===== src/rtl/dot_eater.sv =====
// Dot consumer: maps the player position to a tile, eats the dot there, and keeps
// the remaining-dot count, a saturating score and a sticky level-clear flag.
module dot_eater #(
    parameter int unsigned DOT_POINTS = 10,
    parameter int unsigned SCORE_W    = 16,
    localparam int unsigned TILE_NUM  = 24 * 32,
    localparam int unsigned WIDTH     = 640,
    localparam int unsigned HEIGHT    = 480,
    localparam int unsigned X_W       = $clog2(WIDTH),
    localparam int unsigned Y_W       = $clog2(HEIGHT),
    localparam int unsigned CNT_W     = 10,
    parameter logic [TILE_NUM-1:0] INIT_DOTS = '1
) (
    input  logic                clk,
    input  logic                reset,
    input  logic                move_tick,
    input  logic [X_W-1:0]      x,
    input  logic [Y_W-1:0]      y,
    input  logic                restart,
    output logic [TILE_NUM-1:0] tilemap_dots,
    output logic [CNT_W-1:0]    dots_left,
    output logic [SCORE_W-1:0]  score,
    output logic                eat_pulse,
    output logic                level_clear,
    output logic                busy
);
    localparam int unsigned TILE_SIZE    = 20;
    localparam int unsigned TILE_COL_NUM = 32;
    localparam int unsigned IDX_W        = 10;
    localparam int unsigned SUM_W        = SCORE_W + 32;
    localparam logic [SCORE_W-1:0] SCORE_MAX = '1;

    function automatic logic [CNT_W-1:0] popcount(input logic [TILE_NUM-1:0] v);
        logic [CNT_W-1:0] n;
        n = '0;
        for (int i = 0; i < TILE_NUM; i++) begin
            n = n + CNT_W'(v[i]);
        end
        return n;
    endfunction

    localparam logic [CNT_W-1:0] INIT_COUNT = popcount(INIT_DOTS);

    typedef enum logic [1:0] {IDLE, CHECK, CLEAR, SCORE} state_t;

    state_t            state;
    logic [IDX_W-1:0]  idx;

    logic              in_range_c;
    logic [IDX_W-1:0]  tick_idx_c;
    logic [SUM_W-1:0]  score_sum_c;
    logic [SCORE_W-1:0] score_next_c;

    // Tile lookup from the sprite's top-left pixel
    assign in_range_c = (x < X_W'(WIDTH)) && (y < Y_W'(HEIGHT));
    assign tick_idx_c = IDX_W'(y / Y_W'(TILE_SIZE)) * IDX_W'(TILE_COL_NUM)
                      + IDX_W'(x / X_W'(TILE_SIZE));

    // Widened add so the clamp sees any carry out of the score
    assign score_sum_c  = SUM_W'(score) + SUM_W'(DOT_POINTS);
    assign score_next_c = (score_sum_c > SUM_W'(SCORE_MAX)) ? SCORE_MAX
                                                            : score_sum_c[SCORE_W-1:0];

    always_ff @(posedge clk) begin
        if (reset) begin
            state        <= IDLE;
            idx          <= '0;
            tilemap_dots <= INIT_DOTS;
            dots_left    <= INIT_COUNT;
            score        <= '0;
            eat_pulse    <= 1'b0;
            level_clear  <= 1'b0;
            busy         <= 1'b0;
        end else if (restart) begin
            state        <= IDLE;
            tilemap_dots <= INIT_DOTS;
            dots_left    <= INIT_COUNT;
            eat_pulse    <= 1'b0;
            level_clear  <= 1'b0;
            busy         <= 1'b0;
        end else begin
            eat_pulse <= 1'b0;
            case (state)
                IDLE: begin
                    // Ticks arriving while busy are simply dropped
                    if (move_tick && in_range_c) begin
                        idx   <= tick_idx_c;
                        state <= CHECK;
                        busy  <= 1'b1;
                    end
                end
                CHECK: begin
                    if (tilemap_dots[idx]) begin
                        state <= CLEAR;
                    end else begin
                        state <= IDLE;
                        busy  <= 1'b0;
                    end
                end
                CLEAR: begin
                    tilemap_dots[idx] <= 1'b0;
                    dots_left         <= dots_left - CNT_W'(1);
                    eat_pulse         <= 1'b1;
                    state             <= SCORE;
                end
                SCORE: begin
                    score <= score_next_c;
                    if (dots_left == '0) begin
                        level_clear <= 1'b1;
                    end
                    state <= IDLE;
                    busy  <= 1'b0;
                end
                default: begin
                    state <= IDLE;
                    busy  <= 1'b0;
                end
            endcase
        end
    end
endmodule


===== config.mk =====
export PLATFORM = sky130hd
export DESIGN_NAME = dot_eater
export DESIGN_NICKNAME = d
export VERILOG_FILES = /design/src/rtl/dot_eater.sv
export SDC_FILE = /design/constraint.sdc
export NUM_CORES = 2
export LEC_CHECK = 0
export ABC_AREA = 1
export CORE_AREA = 2 2 322 324
export CTS_BUF_LIST = sky130_fd_sc_hd__clkbuf_2 sky130_fd_sc_hd__clkbuf_4 sky130_fd_sc_hd__clkbuf_8
export CTS_CLUSTER_SIZE = 25
export DETAILED_ROUTE_END_ITERATION = 12
export DIE_AREA = 0 0 324 326
export SKIP_LAST_GASP = 1
export SYNTH_ARGS = -nofsm -noshare
export SYNTH_HDL_FRONTEND = slang
export SYNTH_SLANG_ARGS = --single-unit

===== constraint.sdc =====
create_clock -name clk -period 7.3 [get_ports clk]
set_input_delay 1.46 -clock clk [delete_from_list [all_inputs] [get_ports clk]]
set_output_delay 1.46 -clock clk [all_outputs]
set_load 0.05 [all_outputs]

==> results.json <==
{
  "first_pass_iters": 7,
  "setup_tns_ns": 0,
  "worst_setup_path_start_kind": "flip-flop",
  "hold_slack_ns": 0.470,
  "peakVddDrop_mv": 0.193,
  "muxShareOfSynthArea_pct": 0,
  "powerDensity_nw_per_um2": 218,
  "maxCapViolations": 0,
  "clk_pin_slew_ns": 0.06,
  "crit_chain": "inv_6 -> nor2_4 -> buf_12 -> inv_1 -> nor2_1 -> nand2_2 -> o21ai_0 -> nand2_1",
  "setup_ws_ns": 2.53,
  "p_comb_share_pct": 9.2,
  "wl_per_cell_um": 25.0,
  "core_um2": 103000,
  "min_from": "busy$_SDFFE_PP0P_",
  "p_leak_nw": 19.2,
  "clk_latency_ns": 0.87,
  "area_delta_synth_final_pct": 36.4,
  "synth_top_family_by_area": "simple AND/OR/NAND/NOR gates",
  "hp-class": "reg2reg",
  "reg2reg_depth": 8,
  "slowest_delay_ns": 0.99,
  "postRouteAntennaNets": 0,
  "portBuffers": 815,
  "nNetsFinal": 5636,
  "rows": 118,
  "cts_resized": 0,
  "rsz0062_at_grt": "false",
  "synthFlopType": "dfxtp_1",
  "pwr-share-clk_pct": 46.2,
  "drt-total-wl_mm": 178,
  "worstPathMaxFanout": 48,
  "postLayoutCellArea_um2": 45700,
  "cts_sinks": 809,
  "finalCritPeriodShare_pct": 65.3,
  "cts_buffers": 145,
  "grt_pass1_vias": 34200,
  "hold_viol_final": 0,
  "finalSetupViolations": 0,
  "postCtsHoldBufs": 0,
  "async_flop_share_pct": 0,
  "path_class": "reg2reg",
  "die_w_um": 324,
  "seq_power_share_pct": 44.7,
  "r2r-end": "tilemap_dots[234]$_SDFFE_PP1P_",
  "synth-compound-area-share_pct": 13.7,
  "syn_area_um2": 33500,
  "syn_inst": 4959,
  "p_total_w": 0.00995,
  "clockRootBuffer": "clkbuf_8",
  "start_util_pct": 32.7,
  "worstPathArrival_ns": 5.45,
  "synth-xor-area-share_pct": 0.340,
  "hpwlAfterDp_mm": 112,
  "dieArea_um2": 106000,
  "cts_tree": "yes",
  "maxSlewViolCount": 0,
  "drtIter0Drc": 3683,
  "pre_cts_slack_ns": 2.61,
  "synthAdderAreaFrac_pct": 0.187,
  "die_h_um": 326,
  "path_delay_family": "simple AND/OR/NAND/NOR gates",
  "antenna_found_initial": 8,
  "tightest_slew_ns": 1.29,
  "min_period_ns": 4.77,
  "grt_pass1_wl_mm": 247,
  "track_usage_pct": 32.3,
  "syn_avg_cell_area_um2": 6.76,
  "internal-power_w": 0.00717,
  "slowest_stage": "nor2_4",
  "finClkSkew_ns": 0.0416,
  "drive_above_1_share_pct": 6.40,
  "grt_max_degree": 210,
  "crit_buf_inv": 3,
  "layout_commonest_cell": "nand2_1",
  "cts_post_setup_buffers_inserted": 0,
  "r2r_start": "idx[1]$_SDFFE_PP0P_",
  "worstSetupEndpointType": "flip-flop",
  "synthSimpleGateAreaFrac_pct": 31.9,
  "synth-seq-cells": 809,
  "syn_nets": 4987,
  "holdPathStages": 2,
  "place.gp.congestion": 0.886,
  "swShare_pct": 28.0,
  "via_per_inst": 5.25,
  "overflow": 0,
  "required_ns": 7.98,
  "rrSetupSlack_ns": 2.53,
  "place_area_um2": 42600,
  "synth_cell_types": 34,
  "vias": 37300,
  "switching_power_w": 0.00279,
  "synth-seq-area-share_pct": 48.3,
  "yosysWarnings": 0,
  "max_slew_margin_pct": 13.6,
  "h-tree-depth": 4,
  "cts_buffer_depth": 3,
  "hold_end": "busy$_SDFFE_PP0P_",
  "synth_edf_count": 0,
  "most-common-layout-cells": "nand2_1 (2405), clkdlybuf4s50_1 (815), o21ai_0 (807), dfxtp_1 (807), clkbuf_8 (177)",
  "io_pins": 820,
  "fmax_mhz": 210,
  "drc": 0,
  "status": "completed"
}
## layout make-up
cell class | instances | area (µm²)
Fill cell | 10600 | 56900
Sequential cell | 809 | 16200
Timing Repair Buffer | 856 | 8580
Antenna cell | 7 | 17.5
Clock inverter | 21 | 219
Inverter | 127 | 494
Clock buffer | 236 | 2880
Multi-Input combinational cell | 3669 | 15600
Tap cell | 1380 | 1730
## synth_stat cells, types with 8 or more instances
cell,count,area (µm²)
dfxtp_1,809,16200
nand2_1,2436,9140
a21oi_1,68,340
nor2_1,126,473
nand4_1,51,319
nor3_1,8,40.0
o21ai_0,807,4040
nand3_1,103,515
buf_1,18,67.6
o21ai_1,11,55.1
buf_2,49,245
xor2_1,11,96.3
inv_1,120,450
clkbuf_1,281,1050
## through the flow
stage	utilization, %	instances
global route	44.5	7098
floorplan	-	4959
finish	44.6	7105
global placement	41.5	6841
CTS	44.5	7098
detailed placement	41.5	6841
## metal layers
metal  wire [µm]  track usage, %  vias to the layer above  share of wire (%)
li1            -               -                    17100                  -
met1       68100            38.8                    17800                 38
met2       80100            51.6                     2002                 45
met5           7               0                        -             0.0039
met3       18300            8.88                      475                 10
met4       11300            18.9                        2                6.4
## flip-flops by register name, summed over array words and instances (netlist names), named ones only
| register | flops |
|---|---|
| tilemap_dots | 768 |
| score | 16 |
| dots_left | 10 |
| idx | 10 |
| busy | 1 |
| eat_pulse | 1 |
| level_clear | 1 |
| state | 1 |
## power groups by stage
stage               combinational [W]  clock [W]  sequential [W]
floorplan                    0.000572          0         0.00453
global placement             0.000899          0         0.00454
detailed placement           0.000900          0         0.00454
CTS                          0.000903    0.00463         0.00445
global route                 0.000992    0.00483         0.00444
finish                       0.000911    0.00460         0.00445
## worst min-delay path, delay by kind of cell (launching register included)
| kind | cells | cell delay, ns |
|---|---|---|
| and+or+nand+nor | 1 | 0.06 |
| DFF | 1 | 0.31 |
| AOI/OAI and AO/OA | 1 | 0.05 |
## logic make-up (layout without fill, tap and decap cells)
| logic type | count (synthesis) | in the layout |
|---|---|---|
| DFF | 809 | 809 |
| and+or+nand+nor | 2746 | 2746 |
| other | 0 | 7 |
| AOI/OAI and AO/OA | 905 | 905 |
| adders and majority gates | 5 | 5 |
| buffers and inverters | 481 | 1240 |
| xor gates and xnor gates | 13 | 13 |
## how the worst max path moves through the flow
stage                   startpoint                              to  depth (start not counted)
2_1_floorplan                 y[8]             idx[7]$_SDFFE_PP0P_                         23
3_3_place_gp                  y[8]             idx[7]$_SDFFE_PP0P_                         24
3_5_place_dp                  y[8]             idx[7]$_SDFFE_PP0P_                         24
4_1_cts        idx[1]$_SDFFE_PP0P_               busy$_SDFFE_PP0P_                         19
5_1_grt        idx[1]$_SDFFE_PP0P_   tilemap_dots[58]$_SDFFE_PP1P_                          8
6_report       idx[1]$_SDFFE_PP0P_  tilemap_dots[234]$_SDFFE_PP1P_                          8
(Power assumes the default switching activity.)
